==> src/rtl/branch_target_unit_pkg.sv <==
// Shared definitions for the branch target unit: addressing-mode encoding and
// the control payload carried alongside each pipeline stage.
package branch_target_unit_pkg;

    typedef enum logic [1:0] {
        MODE_DIRECT = 2'b00,
        MODE_PCREL  = 2'b01,
        MODE_REG    = 2'b10,
        MODE_RSVD   = 2'b11
    } mode_e;

    typedef struct packed {
        mode_e mode;
        logic  taken;
    } s1_ctrl_t;

    typedef struct packed {
        logic redirect;
        logic err;
    } s2_flags_t;

endpackage

==> src/rtl/branch_target_unit_sext.sv <==
// Parameterised sign extension from IN_W to OUT_W bits (OUT_W >= IN_W).
module sext_param #(
    parameter int IN_W  = 16,
    parameter int OUT_W = 32
) (
    input  logic [IN_W-1:0]  value,
    output logic [OUT_W-1:0] extended
);

    assign extended = OUT_W'($signed(value));

endmodule

==> src/rtl/branch_target_unit.sv <==
// Two-stage branch target computation with valid/ready flow control and a
// saturating redirect counter. Optional alignment fault check: BTU_ALIGN_CHECK_EN.
module branch_target_unit
    import branch_target_unit_pkg::*;
#(
    parameter int XLEN     = 32,
    parameter int DIRECT_W = 26,
    parameter int PCREL_W  = 21,
    parameter int CNT_W    = 16
) (
    input  logic                clk,
    input  logic                rst,
    input  logic                in_valid,
    output logic                in_ready,
    input  logic [1:0]          mode,
    input  logic                taken,
    input  logic [XLEN-1:0]     pc,
    input  logic [DIRECT_W-1:0] label,
    input  logic [XLEN-1:0]     rs_val,
    input  logic                flush,
    output logic                out_valid,
    input  logic                out_ready,
    output logic [XLEN-1:0]     target,
    output logic                redirect,
    output logic                err,
    output logic [CNT_W-1:0]    redirect_cnt
);

    logic [XLEN-1:0]  ext_direct_s;
    logic [XLEN-1:0]  ext_pcrel_s;
    logic [XLEN-1:0]  ext_s;
    logic             s1_valid_r;
    logic [XLEN-1:0]  s1_ext_r;
    logic [XLEN-1:0]  s1_pc_r;
    s1_ctrl_t         s1_ctrl_r;
    logic             s1_advance_s;
    logic [XLEN-1:0]  tgt_s;
    logic             rsvd_s;
    logic             err_s;
    logic             s2_valid_r;
    logic [XLEN-1:0]  target_r;
    s2_flags_t        flags_r;
    logic [CNT_W-1:0] cnt_r;
    logic             xfer_s;

    sext_param #(.IN_W(DIRECT_W), .OUT_W(XLEN)) u_sext_direct (
        .value    (label),
        .extended (ext_direct_s)
    );

    sext_param #(.IN_W(PCREL_W), .OUT_W(XLEN)) u_sext_pcrel (
        .value    (label[PCREL_W-1:0]),
        .extended (ext_pcrel_s)
    );

    assign xfer_s       = s2_valid_r & out_ready;
    assign s1_advance_s = s1_valid_r & (~s2_valid_r | out_ready);
    assign in_ready     = ~s1_valid_r | s1_advance_s;

    // Stage-1 immediate selection; register mode forwards the operand unchanged.
    always_comb begin
        ext_s = '0;
        case (mode)
            MODE_DIRECT: ext_s = ext_direct_s;
            MODE_PCREL:  ext_s = ext_pcrel_s;
            MODE_REG:    ext_s = rs_val;
            MODE_RSVD:   ext_s = '0;
            default:     ext_s = '0;
        endcase
    end

    // Stage-2 target arithmetic; PC-relative addition wraps silently.
    always_comb begin
        tgt_s  = '0;
        rsvd_s = 1'b0;
        case (s1_ctrl_r.mode)
            MODE_DIRECT: tgt_s = s1_ext_r;
            MODE_PCREL:  tgt_s = s1_pc_r + s1_ext_r;
            MODE_REG:    tgt_s = s1_ext_r;
            MODE_RSVD:   rsvd_s = 1'b1;
            default:     rsvd_s = 1'b1;
        endcase
    end

`ifdef BTU_ALIGN_CHECK_EN
    assign err_s = rsvd_s | (tgt_s[1:0] != 2'b00);
`else
    assign err_s = rsvd_s;
`endif

    // Stage 1 register: occupancy and captured request.
    always_ff @(posedge clk or negedge rst) begin
        if (!rst) begin
            s1_valid_r <= 1'b0;
            s1_ext_r   <= '0;
            s1_pc_r    <= '0;
            s1_ctrl_r  <= '0;
        end else begin
            if (flush) begin
                s1_valid_r <= 1'b0;
            end else if (in_ready) begin
                s1_valid_r <= in_valid;
            end else begin
                s1_valid_r <= s1_valid_r;
            end
            if (in_valid && in_ready) begin
                s1_ext_r  <= ext_s;
                s1_pc_r   <= pc;
                s1_ctrl_r <= '{mode: mode_e'(mode), taken: taken};
            end
        end
    end

    // Stage 2 register: result held stable until the consumer takes it.
    always_ff @(posedge clk or negedge rst) begin
        if (!rst) begin
            s2_valid_r <= 1'b0;
            target_r   <= '0;
            flags_r    <= '0;
        end else begin
            if (flush) begin
                s2_valid_r <= 1'b0;
            end else if (!s2_valid_r || out_ready) begin
                s2_valid_r <= s1_valid_r;
            end else begin
                s2_valid_r <= s2_valid_r;
            end
            if (s1_advance_s) begin
                target_r <= tgt_s;
                flags_r  <= '{redirect: s1_ctrl_r.taken & ~err_s, err: err_s};
            end
        end
    end

    // Delivered-redirect counter; a transfer in a flush cycle still counts.
    always_ff @(posedge clk or negedge rst) begin
        if (!rst) begin
            cnt_r <= '0;
        end else if (xfer_s && flags_r.redirect && (cnt_r != {CNT_W{1'b1}})) begin
            cnt_r <= cnt_r + CNT_W'(1);
        end else begin
            cnt_r <= cnt_r;
        end
    end

    assign out_valid    = s2_valid_r;
    assign target       = target_r;
    assign redirect     = flags_r.redirect;
    assign err          = flags_r.err;
    assign redirect_cnt = cnt_r;

endmodule

==> config.mk <==
export PLATFORM = sky130hd
export DESIGN_NAME = branch_target_unit
export DESIGN_NICKNAME = d
export VERILOG_FILES = /design/src/rtl/branch_target_unit_pkg.sv /design/src/rtl/branch_target_unit_sext.sv /design/src/rtl/branch_target_unit.sv
export SDC_FILE = /design/constraint.sdc
export NUM_CORES = 1
export LEC_CHECK = 0
export ABC_AREA = 1
export BUFFER_PORTS_ARGS = -buffer_cell sky130_fd_sc_hd__buf_2
export CAP_MARGIN = 40
export CORE_MARGIN = 3
export CORE_UTILIZATION = 35
export CTS_CLUSTER_DIAMETER = 200
export CTS_CLUSTER_SIZE = 28
export DETAILED_ROUTE_END_ITERATION = 12
export MAX_ROUTING_LAYER = met4
export PLACE_DENSITY = 0.58
export SYNTH_ARGS = -nofsm -noshare
export SYNTH_HDL_FRONTEND = slang
export SYNTH_HIERARCHICAL = 1
export SYNTH_SLANG_ARGS = --single-unit
==> constraint.sdc <==
create_clock -name clk -period 2.4 [get_ports clk]
set_input_delay 0 -clock clk [delete_from_list [all_inputs] [get_ports clk]]
set_output_delay 0 -clock clk [all_outputs]
set_load 0.02 [all_outputs]
==> out/metrics.yaml <==
yosys:
  synth_fp_nets: 1331
  synth_cell_type_count: 38
  syn_avg_cell_area_um2: 6.970
  ys_warn_count: 6
  synthFlopType: "dfrtp_1"
  yosysTopAreaCell: "dfrtp_1"
  synth_common_cells: "nand2_1 (435), inv_1 (132), dfrtp_1 (119)"
  netlist_instances: 1200
  syn_area_um2: 8364
  synth_area_leaders: "dfrtp_1 (36%), nand2_1 (20%), buf_4 (5.9%)"
  synthArstFlopShare_pct: 100.0
  yosysTopAreaCellShare_pct: 35.60
  synth-seq-cells: 119
  synth_edf_count: 0
  synth_most_common_cell: "nand2_1"
  yosysSeqAreaShare_pct: 35.60
detailed_routing:
  drtPass1Iterations: 5
  drc: 0
  via_count: 8031
  drtIter0Drc: 482
  drt-total-wl_um: 25870
  drt-wirelength-per-cell_um: 15.13
  viasPerCell: 4.699
  ant_nets: 0
clock_tree:
  cts_root_buf: "clkbuf_16"
  tritoncts: "built"
  post_cts_buffers: 0
  ctsHtreeMaxLevel: 4
  clkLatencyLatePin_ns: 0.42
  cts_buffers: 17
  clkSinkCount: 119
  clk_pin_slew_worst_paths_ns: 0.06
  cts.path.max_buffers: 2
finish:
  area_delta_synth_final_pct: 27.03
  num_antenna_cells: 0
  nNetsFinal: 1516
  drive_above_1_share_pct: 18.19
  post-route-util_pct: 46.09
critical_path:
  slowest_delay_ns: 0.63
  start_kind: "flop"
  crit_buf_inv: 3
  crit_family: "buffers and inverters"
  end_kind: "flop"
  crit_path_top_delay_cell: "dlygate4sd3_1"
  path_cells: "nand3_1, nand2_1, inv_2, buf_12, nor2_1, a41oi_1, dlygate4sd3_1"
  cp.arrival_ns: 2.54
  path_max_fanout: 65
  crit_required_ns: 2.74
  path_class: "reg -> reg"
timing:
  rsz0062_at_grt: "no"
  finalClockSkew_ns: 0.01084
  hold_viol_final: 0
  slew-limit-headroom_pct: 66.20
  maxSlewViolCount: 0
  setup-tns-final_ns: 0
  tightest_slew_ns: 0.5004
  postLayoutSetupSlackWorst_ns: 0.2049
  setup_violations: 0
  fin_crit_ns: 2.195
  fmax_ghz: 0.4556
  fin_crit_sh_pct: 91.46
die:
  core_area_um2: 23050
  pin_count: 150
  initial_utilization_pct: 36.28
  die_area_um2: 25790
  die_height_um: 160.6
  fp-row-count: 55
  die_w_um: 160.6
grt:
  antenna_found_initial: 0
  grt_start_max_net_pins: 66
  first_global_vias: 8074
  grt.total_usage_pct: 21.16
  grt_pass1_wl_um: 42610
  overflow: 0
power_and_ir_drop:
  p_leak_nw: 5.464
  powerDensity_nw_per_um2: 728.9
  ir_drop_mv: 0.4524
hold_path:
  hold_path.class: "in -> async"
placed_design:
  numPortBuffers: 149
  dpl.hpwl_um: 18920
  place_congestion: 0.9228
  place_ws_ns: 0.2583
status:
  outcome: "complete, no violations"
flow_run:
  drv_cap: 0
## repair_timing
action | 4_1_cts | 5_1_grt
gates resized for setup | 0 | 0
endpoints found under the hold margin | 187 | 0
hold buffers | 102 | 0
## per-layer routing
metal / track usage, % / up-vias / part of all wire [%]
met5: - / - / 0
met3: 2.889 / 18 / 4.0
met1: 30.53 / 3693 / 51
li1: - / 4108 / -
met2: 31.83 / 212 / 44
met4: 4.300 / 0 / 0.97
## placed cells by master (no fill, tap or decap), types with 2 or more instances in the layout
master / n
nor2_2: 12
inv_2: 4
nand2_2: 14
a21o_1: 2
o22ai_1: 2
a21oi_2: 8
buf_4: 12
xnor2_1: 5
buf_12: 3
or2_2: 2
nand2_1: 435
nor3_1: 4
xor2_1: 11
nand3_1: 37
inv_1: 132
o21bai_1: 2
dfrtp_1: 119
nor2_1: 105
o21ai_1: 3
clkbuf_16: 17
dlygate4sd3_1: 102
buf_2: 148
a41oi_1: 32
ha_1: 32
bufinv_16: 4
nand3b_1: 5
nor3_2: 3
clkbuf_8: 4
clkinv_2: 4
a21oi_1: 87
nand3_2: 16
nand4_1: 6
o21ai_0: 15
## metrics by stage
step	instances	hold slack, ns	power [mW]	area, um^2
floorplan	1200	-0.2956	4.093	8364
global placement	1577	-0.08043	4.807	8976
detailed placement	1577	-0.07570	4.818	8976
CTS	1709	0.01710	7.805	10630
global route	1709	0.04467	8.238	10630
finish	1709	0.02625	7.745	10630
## final timing paths
check                      startpoint      endpoint  slack (ns)  depth (start not counted)
min                               rst     target[4]        0.03                          2
max in group asynchronous         rst  s1_ext_r[24]        1.67                          3
max                         out_valid   s1_ext_r[3]        0.20                          7
min in group clk            rs_val[2]   s1_ext_r[2]        0.07                          3
min reg2reg                 target[1]     target[1]        0.48                          2
max reg2reg                 out_valid   s1_ext_r[3]        0.20                          7
## report_power, final
group | total [mW] | switching [mW] | leakage (nW) | internal, mW
Clock | 2.77 | 0.943 | 0.311 | 1.83
Combinational | 2.46 | 1.54 | 3.73 | 0.918
Sequential | 2.51 | 0.231 | 1.43 | 2.28
Total | 7.74 | 2.71 | 5.46 | 5.03
## area by class of cell
| type | instances | area (um^2) |
|---|---|---|
| fillers | 2352 | 12430 |
| well taps | 313 | 391.6 |
| clock buffers | 21 | 480.5 |
| clock inverters | 9 | 147.6 |
| inverters | 137 | 514.2 |
| repair buffers | 265 | 1912 |
| multi-input cells | 845 | 4202 |
| flip-flops and latches | 119 | 2978 |
## worst register-to-register path, delay by kind of cell, from the launching register on
| kind | cells | cell delay, ns |
|---|---|---|
| compound gates | 1 | 0.26 |
| simple gates | 3 | 0.39 |
| flops | 1 | 0.40 |
| buf+inv | 3 | 1.07 |
## flip-flops by register name, summed over array words and instances (netlist names)
signal and count:
err 1, out_valid 1, redirect 1, redirect_cnt 16, s1_ctrl_r 3, s1_ext_r 32, s1_pc_r 32, s1_valid_r 1
target 32
## kinds of logic after synthesis
family	count (synthesis)	share of synthesized area, %
compound gates	152	11.07
xor+xnor	16	1.675
fa+ha+maj	33	5.026
buf+inv	236	14.26
flops	119	35.60
simple gates	644	32.37
Note: power is estimated with default switching activity, not from simulation.
